===== config.mk =====
export PLATFORM = sky130hd
export DESIGN_NAME = date_sequencer
export DESIGN_NICKNAME = d
export VERILOG_FILES = /design/src/rtl/date_sequencer.sv
export SDC_FILE = /design/constraint.sdc
export NUM_CORES = 1
export LEC_CHECK = 0
export ABC_AREA = 1
export CAP_MARGIN = 10
export CELL_PAD_IN_SITES_DETAIL_PLACEMENT = 1
export CELL_PAD_IN_SITES_GLOBAL_PLACEMENT = 1
export CORE_ASPECT_RATIO = 0.7
export CORE_MARGIN = 8
export CORE_UTILIZATION = 41
export DETAILED_ROUTE_END_ITERATION = 8
export PLACE_DENSITY_LB_ADDON = 0.1
export SYNTH_ARGS = -nofsm -noshare
export SYNTH_HDL_FRONTEND = slang
export SYNTH_SLANG_ARGS = --single-unit

===== constraint.sdc =====
create_clock -name clk -period 7.95 [get_ports clk]
set_input_delay 1.59 -clock clk [delete_from_list [all_inputs] [get_ports clk]]
set_output_delay 1.59 -clock clk [all_outputs]
set_load 0.02 [all_outputs]

===== src/rtl/date_sequencer.sv =====
// date_sequencer: holds a calendar date, advances or loads it, and captures the
// external day-of-year calculator result after a configurable settle time.
module date_sequencer #(
   parameter int unsigned SETTLE_CYCLES = 1
) (
   input  logic        clk,
   input  logic        reset,
   input  logic        load,
   input  logic [5:0]  loadDay,
   input  logic [3:0]  loadMonth,
   input  logic [10:0] loadYear,
   input  logic        step,
   output logic [5:0]  dayOfMonth,
   output logic [3:0]  month,
   output logic [10:0] year,
   input  logic [8:0]  calcDayOfYear,
   output logic [8:0]  dayOfYear,
   output logic        valid,
   output logic        busy,
   output logic        error
);
   typedef enum logic [1:0] {IDLE, SETTLE, CAPTURE} state_t;
   state_t      state_q, state_d;
   logic [3:0]  cnt_q, cnt_d;
   logic [5:0]  day_q, day_d;
   logic [3:0]  mon_q, mon_d;
   logic [10:0] yr_q, yr_d;
   logic [8:0]  doy_q, doy_d;
   logic        valid_q, valid_d, err_q, err_d;
   logic        load_ok, last_day;

   // Unknown months yield length 0, so any day fails the range check.
   function automatic logic [5:0] mlen(input logic [3:0] m, input logic [10:0] y);
      logic leap;
      leap = (y[1:0] == 2'd0) && (((y % 11'd100) != 11'd0) || ((y % 11'd400) == 11'd0));
      case (m)
         4'd2:                         mlen = leap ? 6'd29 : 6'd28;
         4'd4, 4'd6, 4'd9, 4'd11:      mlen = 6'd30;
         4'd1, 4'd3, 4'd5, 4'd7, 4'd8,
         4'd10, 4'd12:                 mlen = 6'd31;
         default:                      mlen = 6'd0;
      endcase
   endfunction

   always_ff @(posedge clk or posedge reset) begin
      if (reset) begin
         state_q <= IDLE;
         cnt_q   <= 4'd0;
         day_q   <= 6'd1;
         mon_q   <= 4'd1;
         yr_q    <= 11'd0;
         doy_q   <= 9'd1;
         valid_q <= 1'b1;
         err_q   <= 1'b0;
      end else begin
         state_q <= state_d;
         cnt_q   <= cnt_d;
         day_q   <= day_d;
         mon_q   <= mon_d;
         yr_q    <= yr_d;
         doy_q   <= doy_d;
         valid_q <= valid_d;
         err_q   <= err_d;
      end
   end

   always_comb begin
      load_ok  = (loadDay != 6'd0) && (loadDay <= mlen(loadMonth, loadYear));
      last_day = day_q >= mlen(mon_q, yr_q);
      state_d  = state_q;
      cnt_d    = cnt_q;
      day_d    = day_q;
      mon_d    = mon_q;
      yr_d     = yr_q;
      doy_d    = doy_q;
      valid_d  = valid_q;
      err_d    = err_q;
      case (state_q)
         IDLE: begin
            if (load) begin
               err_d = !load_ok;
               if (load_ok) begin
                  day_d   = loadDay;
                  mon_d   = loadMonth;
                  yr_d    = loadYear;
                  valid_d = 1'b0;
                  state_d = SETTLE;
                  cnt_d   = 4'(SETTLE_CYCLES);
               end
            end else if (step) begin
               day_d   = last_day ? 6'd1 : day_q + 6'd1;
               mon_d   = !last_day ? mon_q : (mon_q == 4'd12 ? 4'd1 : mon_q + 4'd1);
               yr_d    = (last_day && mon_q == 4'd12) ? yr_q + 11'd1 : yr_q;
               valid_d = 1'b0;
               err_d   = 1'b0;
               state_d = SETTLE;
               cnt_d   = 4'(SETTLE_CYCLES);
            end
         end
         SETTLE: begin
            cnt_d   = cnt_q - 4'd1;
            state_d = (cnt_q <= 4'd1) ? CAPTURE : SETTLE;
         end
         CAPTURE: begin
            doy_d   = calcDayOfYear;
            valid_d = 1'b1;
            state_d = IDLE;
         end
         default: state_d = IDLE;
      endcase
   end

   always_comb begin
      busy       = state_q != IDLE;
      dayOfMonth = day_q;
      month      = mon_q;
      year       = yr_q;
      dayOfYear  = doy_q;
      valid      = valid_q;
      error      = err_q;
   end
endmodule


==> reports/results.ini, run 1 <==
[synth]
dominant_synthesized_flop_cell = dfrtp_1
post_synthesis_instance_area_mm2 = 0.00361
netlist.area_leader.share_pct = 23.5
synth_cell_types = 46
post-synth-top-area-cell = dfrtp_1
synth_sequential_area_ratio_pct = 26.4
synth_nets = 579
synth-seq-cells = 38
netlist_top_cells_area = dfrtp_1 24%, nand2_1 12%, inv_1 7.4%
synth_edf_count = 0
synth.avg_cell_area_um2 = 6.87
asyncSetResetFlopFracSynth_pct = 100
yosysWarnings = 0
syn-instance-count = 526

[sta]
clock_tree_skew_after_final_layout_ns = 0.00703
timing.slew.headroom_pct = 52.5
finalHoldViolCount = 0
setup_total_negative_slack_ns = 0
setup_violations = 0
count_of_pins_over_their_slew_limit = 0
finalCritPeriodShare_pct = 90.8
achievable-frequency_mhz = 138
fin_ws_ns = 0.728
max_slew.worst_pin.slew_ns = 0.711
min_period_ns = 7.22
hold_slack_ns = 0.489

[final_layout]
final_core_utilization_pct = 53.5
multi_input_comb_area_mm2 = 0.00233
share_of_final_layout_standard_cells_stronger_than_drive_strength_1_pct = 12.1
layout.filler_cells = 1120
final_area_mm2 = 0.00455
antenna_cells_inserted = 0
finish.cell_count_without_fillers = 714
syn2layout_area_growth_pct = 25.9
seqCellArea_um2 = 956
num-nets-final = 646

[setup_path]
sort_of_element_at_the_end_of_the_critical_path = register
timing.rr.end = year[6]
path_max_fanout = 18
ff2ff_path_depth = 35
worstPathBufferInverterCount = 6
worst-setup-path-type = input pin to register
critical-path-slowest-cell = clkdlybuf4s50_1
critPathTopFamily = simple AND/OR/NAND/NOR gates
cp_slowest_stage_delay_ns = 0.50
r2r_start = year[9]
crit_arrival_ns = 7.40
setup.worst_path.start = loadYear[9]
rrSetupSlack_ns = 2.75
timing.critical_path.mode_cell = nand2_1
start_kind = input pin
worstPathRequired_ns = 8.13

[clock_network]
clk-insertion-delay-late_ns = 0.29
clockBufferDepth = 2
post-cts-setup-buffer-count = 0
clock-sinks = 38
clock-root-buffer = clkbuf_16
cts-buffers-inserted = 5
cts_htree_levels = 2
tritoncts = done
cts.reportedPaths.clkPinSlew_ns = 0.06

[route]
avgRoutedWirePerCell_um = 16.7
drt_wirelength_um = 11900
dr.first_iter.drc_count = 136
via_per_inst = 5.34
dr_total_vias = 3813
drt_first_pass_iters = 4
antenna_left = 0
drcViolationCount = 0

[grt]
globalRouteMet1Util_pct = 25.9
grt_first_pass_wirelength_um = 19800
first_global_vias = 4012
largest_net_degree_at_the_start_of_global_routing = 39
grt_use_met3_pct = 3.88
grt.busiest_layer = met2
track_usage_pct = 20.0
initial_antenna_violation_count = 0
global_route.usage.met2_pct = 34.4
grt.overflow.total = 0

[place]
preCtsSetupSlack_ns = 0.571
dpl-instance-area_mm2 = 0.00441
portBuffers = 66
dp_hpwl_um = 9510
place_congestion = 0.895
place_inst = 706

[floorplanning]
fp-row-count = 28
io_pins = 67
dieHeight_um = 94.6
die-area_mm2 = 0.0121
die_w_um = 128
start_util_pct = 42.5
placeableCoreArea_mm2 = 0.00851

[power_and_ir_drop]
total_leakage_power_nw = 2.15
total_chip_power_mw = 2.14
max-vdd-ir-drop_mv = 0.162
power_density_mw_per_mm2 = 470

[worst_hold_path]
hold_path_startpoint = valid
hold_path_class = register to register
timing.hold.worst_endpoint = valid
whs_path_depth = 2

[status]
status = finished, final reports clean

[job]
timing.max_cap.violations = 0

==> timing repair <==
action	in CTS	in global routing
gates resized for setup	0	1
hold buffers	0	0
setup endpoints to repair	0	8
==> cell usage after synthesis (9+ instances only) <==
cell type and instances:
nand3_1 41, a21oi_1 15, mux2_2 9, ha_1 19, o211ai_1 11, nand2_1 112
o21ai_0 40, nor2_1 47, inv_1 71, nor3_1 10, dfrtp_1 34, nand2_2 22
xor2_1 12, nand4_1 11
==> sequential cells by signal (all words and copies together) (netlist names) <==
signal,flops
year,11
dayOfYear,9
state_q,2
error,1
valid,1
cnt_q,4
month,4
dayOfMonth,6
==> metal layers <==
| metal | vias to the layer above | wire length, um |
|---|---|---|
| met4 | 0 | 131 |
| met1 | 1850 | 5770 |
| met2 | 68 | 5550 |
| met3 | 18 | 457 |
| li1 | 1877 | - |
| met5 | - | 0 |
==> worst max-delay path by stage <==
stage / cells after the start / slack, ns / to
2_1_floorplan: 36 / 2.44 / year[9]
3_3_place_gp: 35 / 0.96 / year[9]
3_5_place_dp: 35 / 0.57 / year[6]
4_1_cts: 35 / 0.54 / year[6]
5_1_grt: 36 / -0.02 / year[6]
6_report: 36 / 0.73 / year[6]
==> where the power goes <==
group | switching [mW] | internal, mW
logic | 0.947 | 0.579
registers | 0.120 | 0.294
clock network | 0.0845 | 0.117
total | 1.15 | 0.990
==> tightest hold or removal path, stage by stage (launching register included) <==
cell,delay [ns]
dfstp_2,0.37
o21ai_0,0.07
nand2_1,0.05
==> cell usage in the layout (no fill, tap or decap), types with 4 or more instances in the layout <==
master           count
o211ai_1            11
dfrtp_1             34
dfstp_2              4
nand3_1             41
clkdlybuf4s50_1     66
inv_1               71
a21oi_1             15
nor2_1              46
nand4_1             11
mux2_2               9
nand2_2             22
xnor2_1              6
ha_1                19
o21ai_0             40
xor2_1              12
inv_2                7
clkbuf_16            5
nor3_1              10
nand2_1            112
==> area by class of cell <==
class	instances	share of cell area, %
clock buffers	6	2.83
well taps	120	3.30
clock inverters	2	0.302
flip-flops and latches	38	21.0
repair buffers	67	14.7
multi-input cells	401	51.3
inverters	80	6.62
==> logic make-up (layout without fill, tap and decap cells) <==
kind of cell | Yosys count | after routing | synth area share [%]
AO/OA/AOI/OAI | 94 | 94 | 16.1
AND/OR/NAND/NOR | 260 | 260 | 34.2
XOR/XNOR | 19 | 19 | 4.81
multiplexers | 9 | 9 | 2.80
buffers and inverters | 87 | 155 | 9.07
adder cells (fa/ha/maj) | 19 | 19 | 6.58
flip-flops | 38 | 38 | 26.4
(Power assumes the default switching activity.)
==> run 2, diff against run 1 <==
- CELL_PAD_IN_SITES_DETAIL_PLACEMENT: 1 -> not set
- CELL_PAD_IN_SITES_GLOBAL_PLACEMENT: 1 -> not set
- CORE_UTILIZATION: 41 -> 46
- MAX_ROUTING_LAYER: not set -> met4
- PLACE_DENSITY: not set -> 0.72
- PLACE_DENSITY_LB_ADDON: 0.1 -> not set
==> run 2 against run 1 <==
  * Die area is 9.3% lower
  * Routed wire length is 18% lower
  * Combinational power down 3%
  * Critical path depth grew 4
  * Largest power group unchanged
==> reports/results.ini, run 2 (synthesis gave the netlist of run 1 again) <==
[clock_network]
cts-hold-fix-buffers = 0
clockBufferDepth = 2
clock-sinks = 38
cts.reportedPaths.clkPinSlew_ns = 0.08
post-cts-setup-buffer-count = 0
tritoncts = done
cts_repair_resize_count = 0
clock-root-buffer = clkbuf_8
cts-buffers-inserted = 5
clk-insertion-delay-late_ns = 0.29
cts_htree_levels = 2

[status]
status = finished, final reports clean

[grt]
grt_first_pass_wirelength_um = 16700
largest_net_degree_at_the_start_of_global_routing = 39
track_usage_pct = 18.6
grt.overflow.total = 0
initial_antenna_violation_count = 0
first_global_vias = 3488

[route]
dr.first_iter.drc_count = 256
via_per_inst = 5.26
dr_total_vias = 3664
met2_length_um = 4280
antenna_left = 0
wl_on_met1_um = 5060
avgRoutedWirePerCell_um = 14.1
top_layer = met4
met3RoutedLength_um = 353
drt_wirelength_um = 9780
drcViolationCount = 0
drt_first_pass_iters = 4

[floorplanning]
io_pins = 67
start_util_pct = 46.7
die-area_mm2 = 0.0110
placeableCoreArea_mm2 = 0.00774
dieHeight_um = 90.2
die_w_um = 122
fp-row-count = 27

[setup_path]
timing.rr.end = year[6]
cp_slowest_stage_delay_ns = 0.51
worstPathBufferInverterCount = 5
r2r_start = year[9]
timing.critical_path.depth = 40
path_max_fanout = 18
setup.worst_path.start = loadYear[9]
crit_arrival_ns = 6.79
rrSetupSlack_ns = 3.06
worstPathRequired_ns = 8.11
sort_of_element_at_the_end_of_the_critical_path = register
critical_path.endpoint = year[6]
start_kind = input pin
timing.critical_path.mode_cell = nand2_1
critical-path-slowest-cell = clkdlybuf4s50_1
ff2ff_path_depth = 35
critPathTopFamily = simple AND/OR/NAND/NOR gates
worst-setup-path-type = input pin to register

[power_and_ir_drop]
power_density_mw_per_mm2 = 452
max-vdd-ir-drop_mv = 0.471
total_leakage_power_nw = 2.13

[final_layout]
antenna_cells_inserted = 0
layout_common_cells = 112 x nand2_1, 71 x inv_1, 66 x clkdlybuf4s50_1, 47 x nor2_1, 41 x nand3_1
max_reg_flops = 11
finish.cell_count_without_fillers = 696
layout.filler_cells = 756
syn2layout_area_growth_pct = 24.1
share_of_final_layout_standard_cells_stronger_than_drive_strength_1_pct = 12.3
num-nets-final = 647
mostFrequentLayoutCell = nand2_1

[sta]
setup_total_negative_slack_ns = 0
finalCritPeriodShare_pct = 83.3
fin_ws_ns = 1.33
count_of_pins_over_their_slew_limit = 0
rsz0062_at_grt = false
clock_tree_skew_after_final_layout_ns = 0.00720
hold_slack_ns = 0.484
timing.slew.headroom_pct = 54.4
min_period_ns = 6.62
achievable-frequency_mhz = 151
max_slew.worst_pin.slew_ns = 0.683
finalHoldViolCount = 0
setup_violations = 0

[place]
place_congestion = 0.927
place_inst = 688
preCtsSetupSlack_ns = 1.06
dp_hpwl_um = 7930
portBuffers = 66

[worst_hold_path]
hold_path_class = register to register

[job]
timing.max_cap.violations = 0

run 2: layout make-up:
cell class                      instances  area [um2]  share of cell area, %
Tap cell                              101         126                   2.82
Multi-Input combinational cell        401        2330                   52.0
Inverter                               80         302                   6.72
Clock buffer                            6        82.6                   1.84
Timing Repair Buffer                   68         676                   15.1
Sequential cell                        38         956                   21.3
Clock inverter                          2        12.5                  0.279
run 2: stage by stage:
step	power, mW	util [%]	area, um2
3_3_place_gp	1.83	56.8	4390
6_report	2.03	58.0	4490
4_1_cts	2.03	58.0	4490
5_1_grt	2.23	58.0	4490
2_1_floorplan	1.46	-	3610
3_5_place_dp	1.88	56.8	4390
run 2: tightest hold or removal path, stage by stage, from the launching register on:
cell	delay [ns]
dfstp_2	0.37
o21ai_0	0.06
nand2_1	0.05
run 2: power breakdown:
part	leakage [nW]	switching [mW]	internal [mW]
combinational	1.63	0.902	0.580
clock	0.0472	0.0706	0.0698
sequential	0.454	0.112	0.294
total	2.13	1.08	0.944
run 2: how the worst min path moves through the flow:
stage / startpoint / endpoint / slack, ns / cells past startpoint
2_1_floorplan: cnt_q[3] / cnt_q[3] / 0.50 / 2
3_3_place_gp: valid / valid / 0.48 / 2
3_5_place_dp: valid / valid / 0.47 / 2
4_1_cts: valid / valid / 0.49 / 2
5_1_grt: valid / valid / 0.52 / 2
6_report: valid / valid / 0.48 / 2
run 2: per-layer routing:
layer	vias to the layer above	global-route usage, %
met4	0	3.79
met1	1686	26.7
met2	84	27.1
li1	1885	-
met3	9	2.62
met5	-	-
==> run 3, diff against run 2 <==
- clock period: 7.95 -> 6.5 ns (I/O delays scaled with it)
==> run 3 against run 2 <==
  * Count of clock-buffer cells in the layout up 1
  * Via count increased by 1.8%
  * Non-clock buffer count rose by 4
  * Critical path type unchanged
  * Largest cell class unchanged
==> reports/results.ini, run 3 (synthesis gave the netlist of run 1 again) <==
[setup_path]
start_kind = input pin
worst-setup-path-type = input pin to register
path_max_fanout = 7
worstPathRequired_ns = 6.70
rrSetupSlack_ns = 1.89
ff2ff_path_depth = 35
r2r_start = year[9]
timing.critical_path.mode_cell = nand2_1
crit_arrival_ns = 6.18
timing.rr.end = year[2]
critical-path-slowest-cell = clkdlybuf4s50_1
sort_of_element_at_the_end_of_the_critical_path = register
cp_slowest_stage_delay_ns = 0.54

[sta]
max_slew.worst_pin.slew_ns = 0.659
finalHoldViolCount = 0
timing.slew.headroom_pct = 56.0
finalCritPeriodShare_pct = 91.9
clock_tree_skew_after_final_layout_ns = 0.00796
rsz0062_at_grt = false
setup_violations = 0
hold_slack_ns = 0.480
min_period_ns = 5.98
achievable-frequency_mhz = 167
count_of_pins_over_their_slew_limit = 0

[floorplanning]
dieHeight_um = 90.2
die-area_mm2 = 0.0110
die_w_um = 122
start_util_pct = 46.7
placeableCoreArea_mm2 = 0.00774
fp-row-count = 27
io_pins = 67

[place]
dpl-instance-area_mm2 = 0.00441
place_inst = 690
dp_hpwl_um = 8000
place_congestion = 0.891
portBuffers = 66

[worst_hold_path]
timing.hold.worst_endpoint = valid
whs_path_depth = 2
hold_path_startpoint = valid
hold_path_class = register to register

[final_layout]
antenna_cells_inserted = 0
finish.cell_count_without_fillers = 702
mostFrequentLayoutCell = nand2_1
share_of_final_layout_standard_cells_stronger_than_drive_strength_1_pct = 13.5
final_core_utilization_pct = 58.7
layout_common_cells = 111 x nand2_1, 71 x inv_1, 66 x clkdlybuf4s50_1, 46 x nor2_1, 41 x nand3_1
syn2layout_area_growth_pct = 25.6
final_area_mm2 = 0.00454
max_reg_flops = 11
num-nets-final = 653

[route]
dr.first_iter.drc_count = 262
met3RoutedLength_um = 591
top_layer = met4
wl_on_met1_um = 4910
met2_length_um = 4400
via_per_inst = 5.31
drcViolationCount = 0
antenna_left = 0
drt_first_pass_iters = 7
avgRoutedWirePerCell_um = 14.2
dr_total_vias = 3731
drt_wirelength_um = 10000

[grt]
track_usage_pct = 18.6
grt_first_pass_wirelength_um = 16700
initial_antenna_violation_count = 0
first_global_vias = 3425
grt.overflow.total = 0
largest_net_degree_at_the_start_of_global_routing = 39

[clock_network]
clk-insertion-delay-late_ns = 0.29
cts.reportedPaths.clkPinSlew_ns = 0.08
clock-sinks = 38
cts-hold-fix-buffers = 0
clockBufferDepth = 2
cts-buffers-inserted = 5
cts_htree_levels = 2
tritoncts = done
clock-root-buffer = clkbuf_8

[power_and_ir_drop]
total_chip_power_mw = 2.48
p_int_mw = 1.16
power_frac_clock_pct = 6.9
power.share.sequential_pct = 20.1
max-vdd-ir-drop_mv = 0.388
comb_power_share_pct = 73.0
netSwitchingFraction_pct = 53.3
switchingPower_mw = 1.32
total_leakage_power_nw = 2.16
power_density_mw_per_mm2 = 547

[status]
status = finished, final reports clean

[job]
timing.max_cap.violations = 0

## run 3: cell count changes in the layout (fill, tap and decap cells not counted)
cell        previous run  this run
clkinvlp_4             1         3
nand2_1              112       111
nor2_2                 2         3
o21ai_0               40        39
nor2_1                47        46
nand2_4                2         3
clkinv_1               1         0
o21ai_1                3         4
clkbuf_1               0         1
buf_4                  2         6
## run 3: cell type report
class	count	area, um2
Clock inverter	1	5.00
Timing Repair Buffer	72	706
Tap cell	101	126
Timing Repair inverter	2	15.0
Clock buffer	7	86.3
Sequential cell	38	956
Fill cell	696	3200
Inverter	80	305
Multi-Input combinational cell	401	2340
## run 3: worst max-delay path, delay by kind of cell
kind                     cells  cell delay [ns]
AND/OR/NAND/NOR             26             2.68
buffers and inverters        4             0.97
adder cells (fa/ha/maj)      1             0.27
AO/OA/AOI/OAI                6             0.94
## run 3: routing by layer
metal	track usage, %	vias up
met5	-	-
li1	-	1892
met4	3.58	0
met3	3.12	16
met2	27.6	118
met1	26.0	1705
## run 3: worst max path at each step
stage | end | from | slack [ns] | cells past startpoint
2_1_floorplan | year[9] | loadYear[10] | 1.28 | 36
3_3_place_gp | year[6] | loadYear[9] | 0.23 | 37
3_5_place_dp | year[2] | loadYear[9] | -0.01 | 39
4_1_cts | year[2] | loadYear[9] | 0.28 | 39
5_1_grt | year[10] | loadYear[9] | 0.01 | 37
6_report | year[10] | loadYear[9] | 0.52 | 37
## run 3: power by group through the flow
stage | clock [mW] | combinational [mW] | sequential (mW)
after floorplan | 0 | 1.21 | 0.581
after global placement | 0 | 1.75 | 0.498
after detailed placement | 0 | 1.79 | 0.499
after CTS | 0.175 | 1.80 | 0.496
after global routing | 0.183 | 2.04 | 0.516
final | 0.171 | 1.81 | 0.499
## run 3: per-stage QoR
step           worst slack, ns  setup TNS, ns
2_1_floorplan             1.28              0
3_3_place_gp             0.231              0
3_5_place_dp           -0.0134        -0.0202
4_1_cts                  0.285              0
5_1_grt                 0.0138              0
6_report                 0.524              0
## run 3: what timing repair did
item / CTS / global route
setup buffers: 0 / 2
resized for setup: 0 / 7
setup endpoints to repair: 0 / 9
